File: src/rtl/mux_arbiter_2to1_pkg.sv
// -----------------------------------------------------------------------------
// mux_arbiter_2to1_pkg
//   Shared definitions for the 2:1 round-robin arbiter: FSM state encodings and
//   the burst counter width.
// -----------------------------------------------------------------------------
package mux_arbiter_2to1_pkg;

  // Encodings are fixed so that waveforms and any external decode agree.
  typedef enum logic [1:0] {
    ST_IDLE = 2'b00,
    ST_GNT0 = 2'b01,
    ST_GNT1 = 2'b10
  } arb_state_e;

  // Width of the beat counter; holds MAX_BURST values up to 15.
  localparam int ARB_CNT_W = 4;

endpackage : mux_arbiter_2to1_pkg

File: src/rtl/mux2_1_32bit.sv
// -----------------------------------------------------------------------------
// mux2_1_32bit
//   Plain 32-bit 2:1 data-steering multiplexer.
// Ports
//   in0 : word selected when sel = 0
//   in1 : word selected when sel = 1
//   sel : select
//   y   : steered word
// -----------------------------------------------------------------------------
module mux2_1_32bit (
  input  logic [31:0] in0,
  input  logic [31:0] in1,
  input  logic        sel,
  output logic [31:0] y
);

  assign y = sel ? in1 : in0;

endmodule : mux2_1_32bit

File: src/rtl/mux_arbiter_2to1.sv
// -----------------------------------------------------------------------------
// mux_arbiter_2to1
//   Shares one result path between two valid/ready requesters. Round-robin
//   grant with a bounded burst length, 2:1 data steering, and a one-entry
//   output register with a valid/ready handshake toward the consumer.
// Ports
//   clk, rst               : clock (rising edge), asynchronous active-high reset
//   req0_valid/data/ready  : requester 0 handshake; ready = beat accepted
//   req1_valid/data/ready  : requester 1 handshake; ready = beat accepted
//   out_valid/data/src     : output register contents and producing requester
//   out_ready              : consumer takes the word this cycle
//   grant_sel              : registered steering select (0 = req0, 1 = req1)
// -----------------------------------------------------------------------------
module mux_arbiter_2to1
  import mux_arbiter_2to1_pkg::*;
#(
  parameter int WIDTH     = 32,  // only 32 is supported by the steering mux
  parameter int MAX_BURST = 4    // 1..15
) (
  input  logic             clk,
  input  logic             rst,
  input  logic             req0_valid,
  input  logic [WIDTH-1:0] req0_data,
  output logic             req0_ready,
  input  logic             req1_valid,
  input  logic [WIDTH-1:0] req1_data,
  output logic             req1_ready,
  output logic             out_valid,
  output logic [WIDTH-1:0] out_data,
  output logic             out_src,
  input  logic             out_ready,
  output logic             grant_sel
);

  localparam logic [ARB_CNT_W-1:0] BURST_MAX  = ARB_CNT_W'(MAX_BURST);
  localparam logic [ARB_CNT_W:0]   BURST_MAXW = (ARB_CNT_W + 1)'(MAX_BURST);

  arb_state_e           state_q, state_d;
  logic                 last_grant_q, last_grant_d;
  logic [ARB_CNT_W-1:0] beat_cnt_q, beat_cnt_d;
  logic                 grant_sel_q, grant_sel_d;
  logic                 out_valid_q, out_valid_d;
  logic [WIDTH-1:0]     out_data_q, out_data_d;
  logic                 out_src_q, out_src_d;

  logic                 load_en;
  logic                 xfer0, xfer1, xfer;
  logic [WIDTH-1:0]     steered_data;
  logic [ARB_CNT_W:0]   cnt_inc;
  logic                 burst_done;
  logic [ARB_CNT_W-1:0] cnt_next;

  mux2_1_32bit u_steer (
    .in0 (req0_data),
    .in1 (req1_data),
    .sel (grant_sel_q),
    .y   (steered_data)
  );

  // Readies depend only on state and output-register occupancy, never on the
  // valids, so no combinational valid->ready loop can form upstream.
  assign load_en    = !out_valid_q || out_ready;
  assign req0_ready = (state_q == ST_GNT0) && load_en;
  assign req1_ready = (state_q == ST_GNT1) && load_en;
  assign xfer0      = req0_valid && req0_ready;
  assign xfer1      = req1_valid && req1_ready;
  assign xfer       = xfer0 || xfer1;

  // One-bit-wider increment so a saturated count never wraps. Using >= lets a
  // burst that saturated while the other side was idle hand over on the very
  // next beat once the other requester shows up.
  assign cnt_inc    = {1'b0, beat_cnt_q} + 1'b1;
  assign burst_done = xfer && (cnt_inc >= BURST_MAXW);
  assign cnt_next   = (cnt_inc >= BURST_MAXW) ? BURST_MAX : cnt_inc[ARB_CNT_W-1:0];

  // NOTE: every signal assigned in this block gets a default first, so no
  // path leaves it unassigned and no latch is inferred.
  always_comb begin
    state_d      = state_q;
    last_grant_d = last_grant_q;
    beat_cnt_d   = beat_cnt_q;
    grant_sel_d  = grant_sel_q;

    unique case (state_q)
      ST_IDLE: begin
        if (req0_valid && req1_valid) state_d = last_grant_q ? ST_GNT0 : ST_GNT1;
        else if (req0_valid)          state_d = ST_GNT0;
        else if (req1_valid)          state_d = ST_GNT1;
      end
      ST_GNT0: begin
        if (!req0_valid)                   state_d = req1_valid ? ST_GNT1 : ST_IDLE;
        else if (burst_done && req1_valid) state_d = ST_GNT1;
        else if (xfer)                     beat_cnt_d = cnt_next;
      end
      ST_GNT1: begin
        if (!req1_valid)                   state_d = req0_valid ? ST_GNT0 : ST_IDLE;
        else if (burst_done && req0_valid) state_d = ST_GNT0;
        else if (xfer)                     beat_cnt_d = cnt_next;
      end
      default: state_d = ST_IDLE;
    endcase

    // Entering a grant state restarts the burst and records the winner.
    if (state_d != state_q && state_d != ST_IDLE) begin
      last_grant_d = (state_d == ST_GNT1);
      beat_cnt_d   = '0;
    end

    // Select follows the grant state and holds its last value in IDLE.
    if (state_d == ST_GNT0)      grant_sel_d = 1'b0;
    else if (state_d == ST_GNT1) grant_sel_d = 1'b1;
  end

  always_comb begin
    out_valid_d = out_valid_q;
    out_data_d  = out_data_q;
    out_src_d   = out_src_q;
    if (xfer) begin
      out_valid_d = 1'b1;
      out_data_d  = steered_data;
      out_src_d   = xfer1;
    end else if (load_en) begin
      out_valid_d = 1'b0;
    end
  end

  // NOTE: sequential state uses non-blocking assignments only, so every flop
  // samples the pre-edge value of every other flop.
  always_ff @(posedge clk or posedge rst) begin
    if (rst) begin
      state_q      <= ST_IDLE;
      last_grant_q <= 1'b1;
      beat_cnt_q   <= '0;
      grant_sel_q  <= 1'b0;
      out_valid_q  <= 1'b0;
      // NOTE: the data word is reset too, since out_data must read 0 after
      // reset; it is a single register, not a memory array.
      out_data_q   <= '0;
      out_src_q    <= 1'b0;
    end else begin
      state_q      <= state_d;
      last_grant_q <= last_grant_d;
      beat_cnt_q   <= beat_cnt_d;
      grant_sel_q  <= grant_sel_d;
      out_valid_q  <= out_valid_d;
      out_data_q   <= out_data_d;
      out_src_q    <= out_src_d;
    end
  end

  assign out_valid = out_valid_q;
  assign out_data  = out_data_q;
  assign out_src   = out_src_q;
  assign grant_sel = grant_sel_q;

endmodule : mux_arbiter_2to1
File: config.mk
export PLATFORM = sky130hd
export DESIGN_NAME = mux_arbiter_2to1
export DESIGN_NICKNAME = d
export VERILOG_FILES = /design/src/rtl/mux_arbiter_2to1_pkg.sv /design/src/rtl/mux2_1_32bit.sv /design/src/rtl/mux_arbiter_2to1.sv
export SDC_FILE = /design/constraint.sdc
export NUM_CORES = 1
export LEC_CHECK = 0
export BUFFER_PORTS_ARGS = -buffer_cell sky130_fd_sc_hd__buf_2
export CAP_MARGIN = 25
export CORE_MARGIN = 2
export CORE_UTILIZATION = 35
export CTS_BUF_LIST = sky130_fd_sc_hd__clkbuf_16
export CTS_CLUSTER_DIAMETER = 30
export CTS_CLUSTER_SIZE = 25
export DETAILED_ROUTE_END_ITERATION = 16
export GPL_TIMING_DRIVEN = 0
export RECOVER_POWER = 25
export SYNTH_ARGS = -nofsm -noshare
export SYNTH_HDL_FRONTEND = slang
export SYNTH_SLANG_ARGS = --single-unit
File: constraint.sdc
create_clock -name clk -period 4.7 [get_ports clk]
set_clock_uncertainty 0.05 [all_clocks]
set_input_delay 1.41 -clock clk [delete_from_list [all_inputs] [get_ports clk]]
set_output_delay 1.41 -clock clk [all_outputs]
set_load 0.005 [all_outputs]
==> results_dict.tcl <==
set metrics [dict create \
    status "finished, final reports clean" \
    max_slew_margin_pct 20.2 \
    cp.required_ps 4850 \
    regArea_um2 1050 \
    layout.nets 429 \
    p_switching_mw 0.707 \
    yosys.cell_count.top_type "dfrtp_1" \
    post-synth-top-area-cell "dfrtp_1" \
    critPathArrivalTime_ps 3800 \
    synth_common_cells "dfrtp_1 (41), a21oi_1 (39), nor2_1 (37)" \
    rows 29 \
    cp_max_fo 5 \
    critPathKind "input pin to flop" \
    setup_viol 0 \
    hold_buffers 0 \
    grt_pass1_vias 2014 \
    slowest_delay_ps 440 \
    p_per_area_nw_per_um2 589 \
    place_congestion 0.819 \
    p_int_mw 1.12 \
    power_frac_clock_pct 18.0 \
    p_sw_share_pct 38.6 \
    use_met1_pct 19.7 \
    die_width_um 85.7 \
    worst_pin_slew_ps 1200 \
    p_comb_share_pct 47.4 \
    path_clk_slew_ps 60 \
    syn_nets 316 \
    vias 2126 \
    grt_busiest_layer "met2" \
    ys_seq_elements 42 \
    yosys_warnings 0 \
    grt_pass1_wl_mm 9.17 \
    synth_area_um2 2340 \
    leakage_nw 1.64 \
    critPathLaunchType "input pin" \
    cts_resized 0 \
    drv_slew 0 \
    final_cell_count_no_fill 429 \
    drive_above_1_share_pct 36.9 \
    grt_max_degree 23 \
    end_kind "flop" \
    ios 106 \
    grt_util_all_layers_pct 15.4 \
    power_mw 1.83 \
    cts-root-buf "clkbuf_16" \
    fin_crit_sh_pct 77.6 \
    clock_latency_ps 280 \
    rsz0062_at_grt "no" \
    hp-class "flop to flop" \
    use_met3_pct 3.46 \
    yosysSeqAreaShare_pct 45.0 \
    tns_ps 0 \
    synthArstFlopShare_pct 100 \
    dpl.hpwl_mm 4.30 \
    drtIter0Drc 154 \
    cts_tree "yes" \
    synth_area_per_cell_um2 9.82 \
    pwr-share-seq_pct 34.5 \
    fmax_ghz 0.274 \
    synth.area.top_cells "dfrtp_1 (44%), mux2i_1 (14%), a21oi_1 (8.4%)" \
    multi_input_comb_area_um2 1180 \
    postCtsSetupRepairBufs 0 \
    ant_nets 0 \
    gr-total-overflow 0 \
    h-tree-depth 2 \
    max-cap-violations 0 \
    use_met2_pct 26.6 \
    synth_cell_types 45 \
    cts_buffers 5 \
    clock-sinks 42 \
    fp.dieH_um 85.7 \
    synth_cells 238 \
    fp.coreArea_um2 6390 \
    wl_mm 5.70 \
    synth-edff-count 0 \
    final_core_util_pct 48.6 \
    io_buffers 105 \
    peakVddDrop_mv 0.299 \
    critical_path.cell_chain "buf_2 > and2b_1 > a311oi_2 > a21oi_1 > a222oi_1 > a21o_1 > ha_1 > nor3_1 > a221o_2 > mux2_4" \
    antenna_found_initial 0 \
    placed_cells 421 \
    synthFlopType "dfrtp_1" \
    area_delta_synth_final_pct 32.8 \
    critical-path-slowest-cell "a221o_2" \
    fill_cells 613 \
    first_pass_iters 4 \
    die_area_um2 7340 \
    hold_viol 0 \
    min_period_ps 3650 \
    wire_per_inst_um 13.3 \
    cts_buffer_depth 2 \
    vias_per_cell 4.96 \
    drc_errors 0 \
    synth_top_area_share_pct 43.9 \
    n_antenna_cell 0 \
    start_util_pct 36.6 \
]
## final cells by class
cell class | count | area share (%)
multi-input cells | 172 | 38.1
flip-flops and latches | 42 | 33.9
repair buffers | 106 | 17.0
clock buffers | 5 | 4.03
well taps | 77 | 3.10
plain buffers | 14 | 2.10
inverters | 10 | 1.21
clock inverters | 3 | 0.565
## cells in the final DEF, fill, tap and decap left out, types with 2 or more instances in the layout
cell,Yosys,layout
a21oi_1,39,39
clkbuf_16,0,5
dfrtp_1,41,41
nor3_1,5,5
clkbuf_1,5,7
inv_1,10,11
ha_1,9,9
a21o_1,2,2
o21a_1,2,2
nand2_1,5,5
o21ai_0,8,8
nand3_1,3,3
a21boi_2,2,2
buf_1,4,4
nor2_1,37,37
buf_2,4,108
mux2i_1,32,32
a21oi_2,2,2
## per-layer routing
metal / up-vias / part of all wire (%)
met5: - / 0
met1: 975 / 45
li1: 1072 / -
met3: 4 / 6.6
met2: 75 / 48
met4: 0 / 0.53
## final timing paths
| check | start | end | slack (ps) | depth (start not counted) |
|---|---|---|---|---|
| setup reg to reg | state_q[1] | last_grant_q | 1330 | 12 |
| max in group asynchronous | rst | beat_cnt_q[1] | 1810 | 3 |
| min in group asynchronous | rst | out_data[26] | 1230 | 2 |
| setup / recovery | out_ready | last_grant_q | 1050 | 10 |
| hold / removal | out_src | out_src | 450 | 2 |
| hold reg to reg | out_src | out_src | 450 | 2 |
## kinds of logic after synthesis
logic type | synth area share, %
buf+inv | 4.39
mux | 15.8
fa+ha+maj | 4.82
simple gates | 11.7
compound gates | 18.2
flops | 45.0
## power by group through the flow
stage	Clock, mW	Combinational (mW)	Sequential, mW
final	0.329	0.867	0.632
after global routing	0.360	0.975	0.652
after CTS	0.342	0.882	0.633
after detailed placement	0	0.880	0.638
after global placement	0	0.861	0.636
after floorplan	0	0.550	0.644
## stage by stage
step / area [um2] / hold slack [ps] / worst slack, ps
6_report: 3100 / 450 / 1050
5_1_grt: 3100 / 471 / 869
4_1_cts: 3130 / 463 / 1070
3_5_place_dp: 2990 / 450 / 785
3_3_place_gp: 2960 / 433 / 759
2_1_floorplan: 2340 / 448 / 1090
## sequential cells by signal, summed over array words and instances, names as in the netlist
register and count:
state_q 2, out_valid 1, last_grant_q 1, out_data 32, grant_sel 1, out_src 1
beat_cnt_q 4
## worst max-delay path, delay by kind of cell
kind,cells,cell delay (ps)
and+or+nand+nor,2,290
adders and majority gates,1,210
buffers and inverters,1,80
AOI/OAI and AO/OA,5,1500
muxes,1,310
Note: power is estimated with default switching activity, not from simulation.
